`src/rtl/iso7816_dir_pkg.sv`:
```
// rtl/iso7816_dir_pkg.sv - shared state encodings and character constants for the ISO7816 direction tracker
// Purpose: state constants of the tracker FSM and character framing counts.
// Ports: none (package).
package iso7816_dir_pkg;

  localparam logic [2:0] ST_IDLE  = 3'd0;
  localparam logic [2:0] ST_RACE  = 3'd1;
  localparam logic [2:0] ST_START = 3'd2;
  localparam logic [2:0] ST_CHAR  = 3'd3;
  localparam logic [2:0] ST_GUARD = 3'd4;

  // Start bit plus 8 data bits plus parity occupy 10 ETUs; bits 1..9 get strobes.
  localparam logic [3:0] CHAR_ETUS    = 4'd10;
  localparam logic [3:0] DATA_STROBES = 4'd9;

endpackage

```
`src/rtl/iso7816_etu_counter.sv`:
```
// rtl/iso7816_etu_counter.sv - ETU timebase producing half-ETU and full-ETU ticks
// Purpose: counts clocks from a load point; half_tick marks each mid-ETU, full_tick each ETU end.
// Ports:
//   clk, nReset  clock and asynchronous active-low reset
//   load         restart the count from 0 (first clock after load is clock 1 of the ETU)
//   run          0 holds the counter at 0 and suppresses ticks
//   period       clocks per ETU (>= 4)
//   half_tick    1 on clock floor(period/2) of each ETU
//   full_tick    1 on clock period of each ETU; the counter reloads to 0 there
module iso7816_etu_counter #(
  parameter int WIDTH = 16
) (
  input  logic             clk,
  input  logic             nReset,
  input  logic             load,
  input  logic             run,
  input  logic [WIDTH-1:0] period,
  output logic             half_tick,
  output logic             full_tick
);

  logic [WIDTH-1:0] cnt;
  logic [WIDTH-1:0] half_val;
  logic [WIDTH-1:0] last_val;

  // cnt holds (clocks elapsed in this ETU) - 1, so compare against value - 1.
  always_comb begin
    half_val = (period >> 1) - WIDTH'(1);
    last_val = period - WIDTH'(1);
  end

  assign half_tick = run && (cnt == half_val);
  assign full_tick = run && (cnt == last_val);

  always_ff @(posedge clk or negedge nReset) begin
    if (!nReset) begin
      cnt <= '0;
    end else if (load || !run || full_tick) begin
      cnt <= '0;
    end else begin
      cnt <= cnt + WIDTH'(1);
    end
  end

endmodule

```
`src/rtl/iso7816_direction_tracker.sv`:
```
// rtl/iso7816_direction_tracker.sv - passive ISO7816 sniffer sequencer deciding per-character drive direction
// Purpose: synchronizes the wire probe outputs, decides which side drove each start bit,
//   validates it at mid-ETU and frames the character and guard time.
// Optional feature macro: ISO7816_DIR_ERRSIG_EN (error-signal detection in the first guard ETU).
// Ports:
//   clk, nReset        clock, asynchronous active-low reset
//   termMon, cardMon   async probe outputs (terminal / card side of sio)
//   enable             0 forces IDLE and suppresses strobes
//   clocksPerEtu       clocks per ETU, latched when IDLE is left
//   raceWindow         max clocks between the two falling edges
//   guardEtus          extra guard ETUs after the 10 character ETUs
//   busy               1 outside IDLE
//   charStart          pulse: start bit confirmed at mid-ETU
//   dirIsTerm          1 terminal drove, 0 card drove; held until next charStart
//   collision          pulse: both edges in the same clock
//   lineFault          pulse: second side did not follow within raceWindow
//   bitStrobe          pulse at mid-bit of bits 1..9
//   sioSample          synchronized termMon captured with bitStrobe
//   errorSignal        pulse: error signal seen in the first guard ETU (0 when feature disabled)
module iso7816_direction_tracker
  import iso7816_dir_pkg::*;
#(
  parameter int DIVIDER_WIDTH = 16,
  parameter int RACE_WIDTH    = 4
) (
  input  logic                     clk,
  input  logic                     nReset,
  input  logic                     termMon,
  input  logic                     cardMon,
  input  logic                     enable,
  input  logic [DIVIDER_WIDTH-1:0] clocksPerEtu,
  input  logic [RACE_WIDTH-1:0]    raceWindow,
  input  logic [3:0]               guardEtus,
  output logic                     busy,
  output logic                     charStart,
  output logic                     dirIsTerm,
  output logic                     collision,
  output logic                     lineFault,
  output logic                     bitStrobe,
  output logic                     sioSample,
  output logic                     errorSignal
);

  logic                     term_s1, term_s2, term_q;
  logic                     card_s1, card_s2, card_q;
  logic [2:0]               state;
  logic                     dir_next;
  logic [DIVIDER_WIDTH-1:0] per_q;
  logic [RACE_WIDTH-1:0]    rc;
  logic [3:0]               bc;
  logic [3:0]               gc;
  logic                     term_fall, card_fall;
  logic                     drv_low, opp_fall;
  logic                     load, half_tick, full_tick;

  // Equal-depth synchronizers keep the relative order of the two edges.
  always_ff @(posedge clk or negedge nReset) begin
    if (!nReset) begin
      term_s1 <= 1'b0; term_s2 <= 1'b0; term_q <= 1'b0;
      card_s1 <= 1'b0; card_s2 <= 1'b0; card_q <= 1'b0;
    end else begin
      term_s1 <= termMon; term_s2 <= term_s1; term_q <= term_s2;
      card_s1 <= cardMon; card_s2 <= card_s1; card_q <= card_s2;
    end
  end

  assign term_fall = term_q & ~term_s2;
  assign card_fall = card_q & ~card_s2;
  assign drv_low   = dir_next ? ~term_s2 : ~card_s2;
  assign opp_fall  = dir_next ? card_fall : term_fall;
  assign busy      = (state != ST_IDLE);
  assign load      = (state == ST_IDLE) && enable && (term_fall || card_fall);

  // The ETU timebase starts at the first falling edge, so the race phase eats into
  // the start-bit half ETU; raceWindow is expected to stay below half an ETU.
  iso7816_etu_counter #(.WIDTH(DIVIDER_WIDTH)) u_etu (
    .clk       (clk),
    .nReset    (nReset),
    .load      (load),
    .run       (busy),
    .period    (per_q),
    .half_tick (half_tick),
    .full_tick (full_tick)
  );

`ifdef ISO7816_DIR_ERRSIG_EN
  logic err_hold;
  logic opp_low;
  assign opp_low = dirIsTerm ? ~card_s2 : ~term_s2;
`else
  assign errorSignal = 1'b0;
`endif

  always_ff @(posedge clk or negedge nReset) begin
    if (!nReset) begin
      state     <= ST_IDLE;
      dir_next  <= 1'b0;
      per_q     <= '0;
      rc        <= '0;
      bc        <= '0;
      gc        <= '0;
      charStart <= 1'b0;
      dirIsTerm <= 1'b0;
      collision <= 1'b0;
      lineFault <= 1'b0;
      bitStrobe <= 1'b0;
      sioSample <= 1'b0;
`ifdef ISO7816_DIR_ERRSIG_EN
      errorSignal <= 1'b0;
      err_hold    <= 1'b0;
`endif
    end else begin
      charStart <= 1'b0;
      collision <= 1'b0;
      lineFault <= 1'b0;
      bitStrobe <= 1'b0;
`ifdef ISO7816_DIR_ERRSIG_EN
      errorSignal <= 1'b0;
`endif
      if (state == ST_IDLE) per_q <= clocksPerEtu;

      if (!enable) begin
        state <= ST_IDLE;
`ifdef ISO7816_DIR_ERRSIG_EN
        err_hold <= 1'b0;
`endif
      end else begin
        case (state)
          ST_IDLE: begin
            if (term_fall && card_fall) begin
              collision <= 1'b1;
              dir_next  <= 1'b1;
              state     <= ST_START;
            end else if (term_fall) begin
              dir_next <= 1'b1;
              rc       <= RACE_WIDTH'(1);
              state    <= ST_RACE;
            end else if (card_fall) begin
              dir_next <= 1'b0;
              rc       <= RACE_WIDTH'(1);
              state    <= ST_RACE;
            end
          end
          ST_RACE: begin
            // rc counts clocks since the first edge; a follower at rc <= raceWindow is accepted.
            if (!drv_low) begin
              state <= ST_IDLE;
            end else if (opp_fall) begin
              state <= ST_START;
            end else if (rc >= raceWindow) begin
              lineFault <= 1'b1;
              state     <= ST_IDLE;
            end else begin
              rc <= rc + RACE_WIDTH'(1);
            end
          end
          ST_START: begin
            if (half_tick) begin
              if (drv_low) begin
                charStart <= 1'b1;
                dirIsTerm <= dir_next;
                bc        <= '0;
                state     <= ST_CHAR;
              end else begin
                state <= ST_IDLE;
              end
            end
          end
          ST_CHAR: begin
            if (half_tick && (bc != DATA_STROBES)) begin
              bitStrobe <= 1'b1;
              sioSample <= term_s2;
              bc        <= bc + 4'd1;
            end else if (full_tick && (bc == DATA_STROBES)) begin
              gc    <= '0;
              state <= (guardEtus == 4'd0) ? ST_IDLE : ST_GUARD;
            end
          end
          ST_GUARD: begin
`ifdef ISO7816_DIR_ERRSIG_EN
            if (err_hold) begin
              // Hold off until the receiver releases the line so its edge is not taken as a start bit.
              if (!opp_low) begin
                err_hold <= 1'b0;
                state    <= ST_IDLE;
              end
            end else if (half_tick && (gc == 4'd0) && opp_low) begin
              errorSignal <= 1'b1;
              err_hold    <= 1'b1;
            end else
`endif
            if (full_tick) begin
              if (gc == guardEtus - 4'd1) state <= ST_IDLE;
              else gc <= gc + 4'd1;
            end
          end
          default: state <= ST_IDLE;
        endcase
      end
    end
  end

endmodule

```
`config.mk`:
```
export PLATFORM = sky130hd
export DESIGN_NAME = iso7816_direction_tracker
export DESIGN_NICKNAME = d
export VERILOG_FILES = /design/src/rtl/iso7816_dir_pkg.sv /design/src/rtl/iso7816_etu_counter.sv /design/src/rtl/iso7816_direction_tracker.sv
export SDC_FILE = /design/constraint.sdc
export NUM_CORES = 1
export LEC_CHECK = 0
export CAP_MARGIN = 20
export CORE_MARGIN = 5
export CORE_UTILIZATION = 35
export CTS_CLUSTER_DIAMETER = 80
export DETAILED_ROUTE_END_ITERATION = 16
export PLACE_DENSITY_LB_ADDON = 0.08
export SLEW_MARGIN = 15
export SYNTH_ARGS = -nofsm -noshare
export SYNTH_HDL_FRONTEND = slang
export SYNTH_SLANG_ARGS = --single-unit
```
`constraint.sdc`:
```
create_clock -name clk -period 9.3 [get_ports clk]
set_input_delay 1.395 -clock clk [delete_from_list [all_inputs] [get_ports clk]]
set_output_delay 1.395 -clock clk [all_outputs]
set_load 0.05 [all_outputs]
```
==> results.py <==
metrics = {
    "synth": {
        "synthArstFlopShare": 1.00,
        "synth_commonest_cells": "nand2_1 (66), dfrtp_1 (60), nor2_1 (48)",
        "netlist_area_sq_um": 4160,
        "synth_area_per_cell_sq_um": 8.46,
        "synth_edf_count": 0,
        "syn-instance-count": 492,
        "synth-compound-area-share": 0.123,
        "yosysMostFrequentCell": "nand2_1",
        "synth_cell_types": 67,
        "synth_xor_area_frac": 0.118,
        "synth_top_family_by_area": "simple AND/OR/NAND/NOR gates",
        "syn-num-nets": 534,
        "synth_area_leader_cell": "dfrtp_1",
        "synth_area_leaders": "dfrtp_1 (36%), xor2_1 (7.4%), nand2_1 (6.0%), xnor2_1 (4.4%), nor2_1 (4.3%)",
        "synthAdderAreaFrac": 0.0391,
        "yosysSeqAreaShare": 0.361,
        "ys.flop_type": "dfrtp_1",
        "synthSimpleGateAreaFrac": 0.293,
        "synth_mux_area_frac": 0.0126,
        "synth_top_area_frac": 0.361,
        "yosys_warnings": 0,
        "yosys_register_bits": 60,
    },
    "clock_network": {
        "clock_latency_ps": 330,
        "cts_resized": 0,
        "postCtsHoldBufs": 0,
        "clock-sinks": 60,
        "cts_root_buffer": "clkbuf_16",
        "path_clk_slew_ps": 60,
        "postCtsSetupBuffers": 0,
        "htreeDepth": 3,
        "clk_path_buf_depth": 2,
        "cts_tree": "built",
        "cts_buffers": 9,
    },
    "global_routing": {
        "grt_pass1_wl_mm": 17.6,
        "gr-usage-all-layers": 0.154,
        "grt_start_max_net_pins": 61,
        "antenna_found_initial": 0,
        "overflow": 0,
        "grt_pass1_vias": 3618,
    },
    "pwr": {
        "max-vdd-ir-drop_mv": 0.109,
        "p_leak_uw": 0.00211,
        "p_per_area_nw_per_um2": 274,
    },
    "finish": {
        "drive_gt1_frac": 0.0605,
        "diodes": 0,
        "design_area_sq_um": 4910,
        "area_growth_pct": 18.0,
        "nets": 549,
        "fillers": 1142,
    },
    "placed_design": {
        "pre_cts_ws_ps": 5420,
        "placed_area_sq_um": 4560,
        "io_buffers": 35,
        "hpwl_mm": 7.62,
        "gp_congestion": 0.879,
    },
    "critical_path": {
        "cp_top_family": "buffers and inverters",
        "worstRegToRegCells": 9,
        "critPathArrivalTime_ps": 2460,
        "path_depth": 3,
        "crit_path_cell_trace": "nor3_2 > inv_1 > clkdlybuf4s50_1",
        "worstPathRequired_ps": 7910,
        "start_kind": "flop",
        "slowest_delay_ps": 900,
        "slowest_stage": "clkdlybuf4s50_1",
        "crit_buf_inv": 2,
        "crit_fanout": 17,
        "critPathKind": "reg -> out",
        "endpoint_kind": "output pin",
    },
    "die": {
        "initial_core_util": 0.361,
        "num_io_pins": 37,
        "core_sq_um": 11500,
        "dieArea_sq_um": 14200,
        "chipWidth_um": 119,
        "rows": 39,
        "die_y_um": 119,
    },
    "routing": {
        "drt_wl_total_mm": 10.3,
        "post_drt_via_cell_ratio": 5.33,
        "ant_nets": 0,
        "drcViolationCount": 0,
        "drtIter0Drc": 241,
        "dr.pass1.iters": 4,
        "via_count": 3492,
        "wl_per_cell_um": 15.7,
    },
    "sta": {
        "drv_slew": 0,
        "post-route-period-util": 0.414,
        "fin_ws_ps": 5450,
        "setup_viol": 0,
        "max_freq_mhz": 260,
        "hold_viol_final": 0,
        "min_period_ps": 3850,
        "slew_headroom": 0.384,
        "rsz0062_at_grt": "false",
        "tns_ps": 0,
        "tightestPinTransition_ps": 922,
        "finClkSkew_ps": 8.50,
    },
    "worst_hold_path": {
        "whs_path_depth": 0,
        "hold_class": "reg -> reg",
    },
    "outcome": {
        "status": "completed",
    },
    "flow_run": {
        "cap_violations": 0,
    },
}
metrics by stage:
step | utilization | instances | power [uW] | hold slack (ps)
3_5_place_dp | 0.396 | 639 | 965 | 336
2_1_floorplan | - | 492 | 821 | 331
4_1_cts | 0.426 | 655 | 1360 | 349
3_3_place_gp | 0.396 | 639 | 962 | 335
5_1_grt | 0.426 | 655 | 1450 | 355
6_report | 0.426 | 655 | 1350 | 347
placed cells by master (no fill, tap or decap), types with 5 or more instances in the layout:
| master | instances |
|---|---|
| a21oi_1 | 7 |
| a31oi_1 | 7 |
| and3_1 | 10 |
| clkbuf_16 | 9 |
| clkdlybuf4s50_1 | 34 |
| dfrtp_1 | 60 |
| ha_1 | 13 |
| inv_1 | 19 |
| nand2_1 | 66 |
| nand2b_1 | 7 |
| nand3_1 | 19 |
| nand4_1 | 11 |
| nor2_1 | 48 |
| nor2b_1 | 6 |
| nor3_1 | 18 |
| nor4_1 | 9 |
| nor4b_1 | 5 |
| o21ai_0 | 16 |
| o21ai_1 | 6 |
| or4_1 | 5 |
| xnor2_1 | 21 |
| xor2_1 | 35 |
routing by layer:
layer	track usage	vias to the layer above	part of all wire
met5	0	-	0
met4	0.0659	0	0.022
met3	0.0384	16	0.037
met2	0.260	56	0.49
met1	0.185	1672	0.45
li1	-	1748	-
worst paths after layout:
kind                                from            to  slack [ps]
worst min-delay path             card_s1       card_s2         350
min in group asynchronous         nReset         rc[2]        1230
worst max register to register  per_q[2]  u_etu.cnt[7]        5630
max in group asynchronous         nReset  u_etu.cnt[8]        7560
worst max-delay path            state[0]          busy        5450
worst min register to register   card_s1       card_s2         350
worst register-to-register path: cells and delay by family, from the launching register on:
kind | cells | cell delay [ps]
AO/OA/AOI/OAI | 2 | 980
adder cells (fa/ha/maj) | 1 | 380
buffers and inverters | 1 | 100
flip-flops | 1 | 440
multiplexers | 1 | 200
AND/OR/NAND/NOR | 4 | 1430
area by class of cell:
cell class	instances	area [sq um]	area share
clock buffers	10	239	0.0487
clock inverters	6	111	0.0227
inverters	19	71.3	0.0145
multi-input cells	380	2450	0.499
flip-flops and latches	60	1500	0.306
well taps	143	179	0.0364
repair buffers	37	360	0.0734
state kept, by name, indices dropped and copies added, names as in the netlist, 3 cells and up:
name       count
per_q         16
u_etu.cnt     16
bc             4
gc             4
rc             4
state          3
logic make-up (layout without fill, tap and decap cells):
logic type / count (synthesis) / count (layout)
AOI/OAI and AO/OA: 73 / 73
xor gates and xnor gates: 56 / 56
adders and majority gates: 13 / 13
buffers and inverters: 52 / 72
DFF: 60 / 60
muxes: 5 / 5
other: 1 / 1
and+or+nand+nor: 232 / 232
power by group:
part           total, uW  switching (uW)  internal (uW)
clock                389             120            269
combinational        515             314            201
sequential           443             131            312
total               1350             565            782
Note: power is estimated with default switching activity, not from simulation.
